--- config.mk ---
export PLATFORM = sky130hd
export DESIGN_NAME = riscv_inst_decoder
export DESIGN_NICKNAME = d
export VERILOG_FILES = /design/src/rtl/riscv_inst_decoder.sv
export SDC_FILE = /design/constraint.sdc
export NUM_CORES = 1
export LEC_CHECK = 0
export CAP_MARGIN = 10
export CORE_MARGIN = 2
export CORE_UTILIZATION = 41
export DETAILED_ROUTE_END_ITERATION = 12
export GPL_ROUTABILITY_DRIVEN = 0
export PLACE_DENSITY = 0.78
export SLEW_MARGIN = 20
export SYNTH_ARGS = -nofsm -noshare
export SYNTH_HDL_FRONTEND = slang
export SYNTH_SLANG_ARGS = --single-unit
--- constraint.sdc ---
create_clock -name clk -period 3.1 [get_ports clk]
set_input_delay 0.93 -clock clk [delete_from_list [all_inputs] [get_ports clk]]
set_output_delay 0.93 -clock clk [all_outputs]
set_load 0.05 [all_outputs]
--- src/rtl/riscv_inst_decoder.sv ---
// Two-stage pipelined RV32 instruction decoder with valid/ready handshake on both sides.
// Optional saturating statistics counters are enabled with the RISCV_INST_DECODER_STATS_EN macro.
module riscv_inst_decoder #(
    parameter int XLEN  = 32,
    parameter int CNT_W = 32
) (
    input  logic            clk,
    input  logic            rst,
    input  logic            flush,
    input  logic            in_valid,
    output logic            in_ready,
    input  logic [31:0]     in_inst,
    output logic            out_valid,
    input  logic            out_ready,
    output logic [2:0]      out_type,
    output logic [6:0]      out_opcode,
    output logic [4:0]      out_rd,
    output logic [4:0]      out_rs1,
    output logic [4:0]      out_rs2,
    output logic [2:0]      out_funct3,
    output logic [6:0]      out_funct7,
    output logic [XLEN-1:0] out_imm,
    output logic            out_illegal
`ifdef RISCV_INST_DECODER_STATS_EN
    ,
    output logic [CNT_W-1:0] stat_decoded,
    output logic [CNT_W-1:0] stat_illegal
`endif
);

    localparam logic [2:0] TYPE_R   = 3'd0;
    localparam logic [2:0] TYPE_I   = 3'd1;
    localparam logic [2:0] TYPE_S   = 3'd2;
    localparam logic [2:0] TYPE_B   = 3'd3;
    localparam logic [2:0] TYPE_U   = 3'd4;
    localparam logic [2:0] TYPE_J   = 3'd5;
    localparam logic [2:0] TYPE_C0  = 3'd6;
    localparam logic [2:0] TYPE_ILL = 3'd7;

    localparam logic [6:0] OP_R     = 7'b0110011;
    localparam logic [6:0] OP_I     = 7'b0010011;
    localparam logic [6:0] OP_S     = 7'b0100011;
    localparam logic [6:0] OP_B     = 7'b1100011;
    localparam logic [6:0] OP_U     = 7'b0010111;
    localparam logic [6:0] OP_J     = 7'b1101111;
    localparam logic [6:0] OP_C0    = 7'b0001011;

    localparam logic [6:0] F7_ZERO  = 7'b0000000;
    localparam logic [6:0] F7_ALT   = 7'b0100000;

    generate
        if (XLEN < 32 || CNT_W < 1) begin : g_param_check
            $error("riscv_inst_decoder: XLEN must be >= 32 and CNT_W >= 1");
        end
    endgenerate

    logic            rdy_en_reg;
    logic            s1_valid_reg;
    logic [31:0]     s1_inst_reg;
    logic            s2_valid_reg;
    logic [31:0]     s2_inst_reg;
    logic [2:0]      s2_type_reg;
    logic [XLEN-1:0] s2_imm_reg;

    logic            s2_free;
    logic            s1_advance;
    logic            in_xfer;

    // Downstream slot is free when empty or being emptied this cycle.
    assign s2_free    = !s2_valid_reg || out_ready;
    assign s1_advance = s1_valid_reg && s2_free;
    assign in_ready   = rdy_en_reg && !rst && !flush && (!s1_valid_reg || s1_advance);
    assign in_xfer    = in_valid && in_ready;

    // ---------------- Stage 1: capture and classify ----------------
    always_ff @(posedge clk) begin
        if (rst) begin
            rdy_en_reg   <= 1'b0;
            s1_valid_reg <= 1'b0;
            s1_inst_reg  <= '0;
        end else begin
            rdy_en_reg <= 1'b1;
            if (flush) begin
                s1_valid_reg <= 1'b0;
            end else if (in_xfer) begin
                s1_valid_reg <= 1'b1;
                s1_inst_reg  <= in_inst;
            end else if (s1_advance) begin
                s1_valid_reg <= 1'b0;
            end
        end
    end

    logic [6:0]      s1_opcode;
    logic [2:0]      s1_f3;
    logic [6:0]      s1_f7;
    logic [2:0]      dec_type;
    logic [31:0]     dec_imm32;
    logic            dec_bad;
    logic [XLEN-1:0] dec_imm;

    assign s1_opcode = s1_inst_reg[6:0];
    assign s1_f3     = s1_inst_reg[14:12];
    assign s1_f7     = s1_inst_reg[31:25];

    always_comb begin
        dec_type  = TYPE_ILL;
        dec_imm32 = '0;
        dec_bad   = 1'b0;
        case (s1_opcode)
            OP_R: begin
                dec_type = TYPE_R;
                dec_bad  = !((s1_f7 == F7_ZERO) ||
                             ((s1_f7 == F7_ALT) && ((s1_f3 == 3'b000) || (s1_f3 == 3'b101))));
            end
            OP_I: begin
                dec_type  = TYPE_I;
                dec_imm32 = {{20{s1_inst_reg[31]}}, s1_inst_reg[31:20]};
                dec_bad   = ((s1_f3 == 3'b001) && (s1_f7 != F7_ZERO)) ||
                            ((s1_f3 == 3'b101) && (s1_f7 != F7_ZERO) && (s1_f7 != F7_ALT));
            end
            OP_S: begin
                dec_type  = TYPE_S;
                dec_imm32 = {{20{s1_inst_reg[31]}}, s1_inst_reg[31:25], s1_inst_reg[11:7]};
                dec_bad   = (s1_f3 > 3'b010);
            end
            OP_B: begin
                dec_type  = TYPE_B;
                dec_imm32 = {{20{s1_inst_reg[31]}}, s1_inst_reg[7], s1_inst_reg[30:25],
                             s1_inst_reg[11:8], 1'b0};
                dec_bad   = (s1_f3 == 3'b010) || (s1_f3 == 3'b011);
            end
            OP_U: begin
                dec_type  = TYPE_U;
                dec_imm32 = {s1_inst_reg[31:12], 12'b0};
            end
            OP_J: begin
                dec_type  = TYPE_J;
                dec_imm32 = {{12{s1_inst_reg[31]}}, s1_inst_reg[19:12], s1_inst_reg[20],
                             s1_inst_reg[30:21], 1'b0};
            end
            OP_C0: begin
                dec_type = TYPE_C0;
                dec_bad  = (s1_f3 != 3'b000);
            end
            default: begin
                dec_bad = 1'b1;
            end
        endcase
        if (dec_bad) begin
            dec_type  = TYPE_ILL;
            dec_imm32 = '0;
        end
    end

    // Sign-extend the 32-bit immediate up to XLEN (no extra bits when XLEN == 32).
    assign dec_imm[31:0] = dec_imm32;
    generate
        for (genvar gi = 32; gi < XLEN; gi++) begin : g_sext
            assign dec_imm[gi] = dec_imm32[31];
        end
    endgenerate

    // ---------------- Stage 2: decoded result holding register ----------------
    always_ff @(posedge clk) begin
        if (rst) begin
            s2_valid_reg <= 1'b0;
            s2_inst_reg  <= '0;
            s2_type_reg  <= '0;
            s2_imm_reg   <= '0;
        end else if (flush) begin
            s2_valid_reg <= 1'b0;
        end else if (s1_advance) begin
            s2_valid_reg <= 1'b1;
            s2_inst_reg  <= s1_inst_reg;
            s2_type_reg  <= dec_type;
            s2_imm_reg   <= dec_imm;
        end else if (out_ready) begin
            s2_valid_reg <= 1'b0;
        end
    end

    assign out_valid   = s2_valid_reg;
    assign out_type    = s2_type_reg;
    assign out_opcode  = s2_inst_reg[6:0];
    assign out_rd      = s2_inst_reg[11:7];
    assign out_rs1     = s2_inst_reg[19:15];
    assign out_rs2     = s2_inst_reg[24:20];
    assign out_funct3  = s2_inst_reg[14:12];
    assign out_funct7  = s2_inst_reg[31:25];
    assign out_imm     = s2_imm_reg;
    assign out_illegal = (s2_type_reg == TYPE_ILL);

`ifdef RISCV_INST_DECODER_STATS_EN
    logic [CNT_W-1:0] stat_decoded_reg;
    logic [CNT_W-1:0] stat_illegal_reg;
    logic             out_xfer;

    // A flush in the same cycle as out_ready drops the entry, so it is not counted.
    assign out_xfer = s2_valid_reg && out_ready && !flush;

    always_ff @(posedge clk) begin
        if (rst) begin
            stat_decoded_reg <= '0;
            stat_illegal_reg <= '0;
        end else if (out_xfer) begin
            if (stat_decoded_reg != '1) begin
                stat_decoded_reg <= stat_decoded_reg + {{(CNT_W-1){1'b0}}, 1'b1};
            end
            if (out_illegal && (stat_illegal_reg != '1)) begin
                stat_illegal_reg <= stat_illegal_reg + {{(CNT_W-1){1'b0}}, 1'b1};
            end
        end
    end

    assign stat_decoded = stat_decoded_reg;
    assign stat_illegal = stat_illegal_reg;
`endif

endmodule

Word level (Yosys, flattened, before mapping)
Cells that the tools add are included.

storage, ports and cells
  flip-flop bits (word level) = 102
  input bits = 37
  output and inout bits = 70
  word-level logic and storage cells = 63

operators by class
  $lt $le $gt $ge = 1
  equality and inequality tests = 14
  multiplexer cells = 10
  bitwise logic cells = 1
  reductions and logical operators = 30

operators by type and width
  operator                                                                         count
  32-bit case mux with 5 select lines                                              1
  32-bit 2-to-1 mux                                                                1
  7-bit by 6-bit == test with 1-bit output, second input constant                  3
  3-bit case mux with 7 select lines                                               1
  7-bit by 5-bit == test with 1-bit output, second input constant                  2
  7-bit == test, second input constant                                             2
  1-bit logical AND                                                                9
  7-bit by 4-bit == test with 1-bit output, second input constant                  1
  7-bit logical NOT                                                                1
  7-bit by 6-bit != test with 1-bit output, second input constant                  1
  7-bit nonzero test                                                               1
  3-bit by 2-bit == test with 1-bit output, second input constant                  2
  3-bit == test, second input constant                                             2
  1-bit logical OR                                                                 6
  1-bit case mux with 6 select lines                                               1
  1-bit logical NOT                                                                5
  1-bit 2-to-1 mux                                                                 5
  2-bit AND reduction                                                              2
  2-bit nonzero test                                                               2
  2-bit OR reduction                                                               2
  3-bit by 1-bit == test with 1-bit output, second input constant                  1
  3-bit by 2-bit greater-than comparator with 1-bit output, second input constant  1
  3-bit logical NOT                                                                1
  3-bit 2-to-1 mux                                                                 1
  other kinds (2)                                                                  2

Longest topological paths before layout
  depth in word-level cells = 7
  gate-level depth with buffers = 8
  gate-level depth less buffers = 5

Worst setup path after synthesis
OpenSTA, ideal clock, no wires.

  path type = input -> output
  start = input rst
  end = output in_ready
  data arrival time = 1.760 ns
  setup slack = 0.410 ns
  stages on the path = 3
  path buffers = 1
  cell sequence = clkbuf_1 > nor2_1 > and3_1

between the ends
  longest elaborated chain between the ends = 4

RTL lines
  element                         line  RTL
  start: declaration              8     input logic rst,
  1-bit logical NOT               72    assign in_ready = rdy_en_reg && !rst && !flush && (!s1_valid_reg || s1_advance);
  1-bit logical AND (3 in a row)  72
  end: declaration                11    output logic in_ready,

Every way passes these cells.

Final worst setup path
  start = input flush
  end = output in_ready

between the ends
  longest elaborated chain between the ends = 3

RTL lines
  element                         line  RTL
  start: declaration              9     input logic flush,
  1-bit logical NOT               72
  1-bit logical AND (2 in a row)  72

Every way passes these cells.

==> results.md <==
- Status: completed
- Final Skew: 0.0151 ns
- Initial antenna violation count: 0
- I/O pin cnt: 107
- Clk_lat worst skew: approximately 0.37 ns
- Final worst setup slack: roughly 0.18 ns
- TNS Setup: 0 ns
- TritonCTS clock tree: built
- Drc violations: 0
- Fmax: 342 MHz
- CORE AREA: 0.00964 sq mm
- Die ar.: approximately 0.011 sq mm
- MaxCap Viol Count: 0
- Met3 global-route usage: ~3.7%
- Synth warnings: 0
- Vias in the first global route: 3581
- Crit path max fanout: 5
- Die Ht: a little over 100 um
- Hold Fails Final Rpt: 0
- Initial Util: 41.8%
- Final ANT Viol Nets: 0
- Grt total ovfl: 0
- WL/cell: roughly 15 um
- Hold path depth: 2
- Largest area contributor in the netlist: dfxtp_1
- Relative slew slack: a little under half
- Synth Area in Compound Gates: a little over a fifth
- Seq/Total Area, Yosys: 50.7%
- CP arrival: between 1.5 and 2 ns
- Post-synth EDFFs: 0
- First-pass GRT wire length: approximately 17 mm
- # setup viols final: 0
- HP Class: reg2reg
- Mux share of post-synthesis cell area: 0%
- GRT Total Usage: 20.8%
- Largest family of logic cells by synthesized area: simple AND/OR/NAND/NOR gates
- Cell-internal power: 1.77 mW
- GR Util met1: about 27%
- Clock power frac: a little under two fifths
- Slew of the pin with the lowest slew margin: slightly above 0.8 ns
- Post-DP HPWL: around 7.8 mm
- Clock root buffer: clkbuf_8
- Post-synth top area share: 50.7%
- Via count: 3753
- Sw Ratio: 24.1%
- Via density: around 5.2
- Register share of total power: 57.3%
- Clock transition at the registers of the reported paths: 0.09 ns
- GR Util met2: between 30 and 40%
- Setup bufs post-CTS: 0
- Power density cells: 435 mW/mm^2
- Post-Syn Area: around 0.004 sq mm
- R2r worst-path depth: 5
- N_diodes: 0
- Pleak: approximately 1.8 nW
- FILL cells: between 900 and 1k
- Synth Instances: 496
- WL final: approximately 11 mm
- Nets: 622
- Area grow syn2layout: 33.3%
- Worst Setup Path Type: in2out
- Synth Area in XOR/XNOR: 0.435%
- I/O Buffers: approximately 110
- 1st-pass router iterations: 5
- Hold WS: ~0.46 ns
- Combinational fraction of design power: 5.0%
- Post-route minimum period: just under 3 ns
- Slew Viols, Final: 0
- Pre-CTS WS: 0.134 ns
- Total CTS buffers: 9
- Post-Synth Adder-Cell Area: 0%
- RSZ-0062 raised after global routing: false
- Critical path required time: 2.17 ns
- Worst vdd ir: roughly 0.0002 V
- Drt initial violations: between 200 and 300
- # hold bufs at CTS: 0
- Utilization after layout: a little under three fifths
- Synthesized flop and latch total: between 100 and 150
- Net Switching: between 0.5 and 0.6 mW
- Clock buffer depth: 2
- CTS resizes: 0
- CP startpoint kind: primary input
- Primary FF master, synth: dfxtp_1
- Syn avg cell area: 8.12 sq um
- GR peak layer: met2
- Share of layout cells above drive strength 1: 6.27%
- CP endpoint kind: output pin
- Clock Sink Count: around 100
- Synth Area in Simple Gates: approximately 22%
- Period utilisation layout: a little over nine tenths
- Synth area leaders: dfxtp_1 51%, nand2_1 15%, a21oi_1 11%, o21ai_0 2.6%, clkbuf_1 2.3%
- Row count: 36
- Largest net degree at the start of global routing: 71
- Unique masters post-synth: 52
- CTS H-tree depth: 3
- Async set-reset flop share out of synthesis: 0%
- Syn nets: about 530
- Die span in x: slightly above 100 um
## metrics by stage
stage | power, mW | area, sq um | std cells
final | 2.33 | 5370 | 723
after global routing | 2.41 | 5370 | 723
after CTS | 2.35 | 5370 | 723
after detailed placement | 1.48 | 5150 | 707
after global placement | 1.48 | 5150 | 707
after floorplan | 1.42 | 4030 | 496
## cells by family (layout without fill, tap and decap cells)
logic type	Yosys count	after routing
and+or+nand+nor	203	203
DFF	102	102
AOI/OAI and AO/OA	148	148
xor gates and xnor gates	2	2
buffers and inverters	41	135
## per-layer routing
metal / share of wire (%) / up-vias
met4: 3.0 / 0
met5: 0 / -
met2: 47 / 112
li1: - / 1877
met1: 45 / 1740
met3: 4.8 / 24
## final cells by class
| class | instances | area [sq um] | area share (%) |
|---|---|---|---|
| Clock buffer | 9 | 124 | 2.31 |
| Clock inverter | 7 | 90.1 | 1.68 |
| Timing Repair Buffer | 115 | 1130 | 21.1 |
| Tap cell | 133 | 166 | 3.10 |
| Multi-Input combinational cell | 353 | 1800 | 33.5 |
| Sequential cell | 102 | 2040 | 38.0 |
| Inverter | 4 | 15.0 | 0.280 |
## worst paths after layout
path	start	to	slack (ns)
hold reg to reg	s2_inst_reg[14]	s2_inst_reg[14]	0.46
setup reg to reg	s1_inst_reg[5]	out_imm[20]	0.82
setup / recovery	flush	in_ready	0.18
hold / removal	s2_inst_reg[14]	s2_inst_reg[14]	0.46
## worst max-delay path: stages
cell and delay, ns:
clkdlybuf4s50_1 0.42, nor2_1 0.25, and3_1 0.20, buf_4 0.19
## synthesized netlist by cell type (all sizes together), types with 6 or more instances
master and count:
dfxtp 102, nor2 8, a21oi 91, clkbuf 25
nand2 157, buf 12, o21ai 23, a22o 9
a32o 7, nor2b 6
## cell usage in the layout, fill, tap and decap left out, types with 3 or more instances in the layout
| cell | Yosys | final |
|---|---|---|
| nand2_1 | 157 | 157 |
| clkdlybuf4s50_1 | 0 | 104 |
| dfxtp_1 | 102 | 102 |
| a21oi_1 | 91 | 91 |
| o21ai_0 | 21 | 21 |
| a22o_1 | 9 | 9 |
| clkbuf_8 | 0 | 9 |
| buf_4 | 4 | 9 |
| nor2_1 | 8 | 7 |
| a32o_1 | 7 | 7 |
| nor2b_1 | 6 | 5 |
| inv_1 | 4 | 4 |
| and3_1 | 4 | 4 |
| nand3_1 | 3 | 3 |
| nand4_1 | 3 | 3 |
| a31oi_1 | 3 | 3 |
## power groups by stage
stage | combinational (mW) | clock [mW] | sequential [mW]
CTS | 0.115 | 0.895 | 1.34
global route | 0.124 | 0.945 | 1.34
finish | 0.116 | 0.881 | 1.34
floorplan | 0.0562 | 0 | 1.36
detailed placement | 0.115 | 0 | 1.37
global placement | 0.113 | 0 | 1.37
No activity file was read; power rests on OpenSTA's default activity.
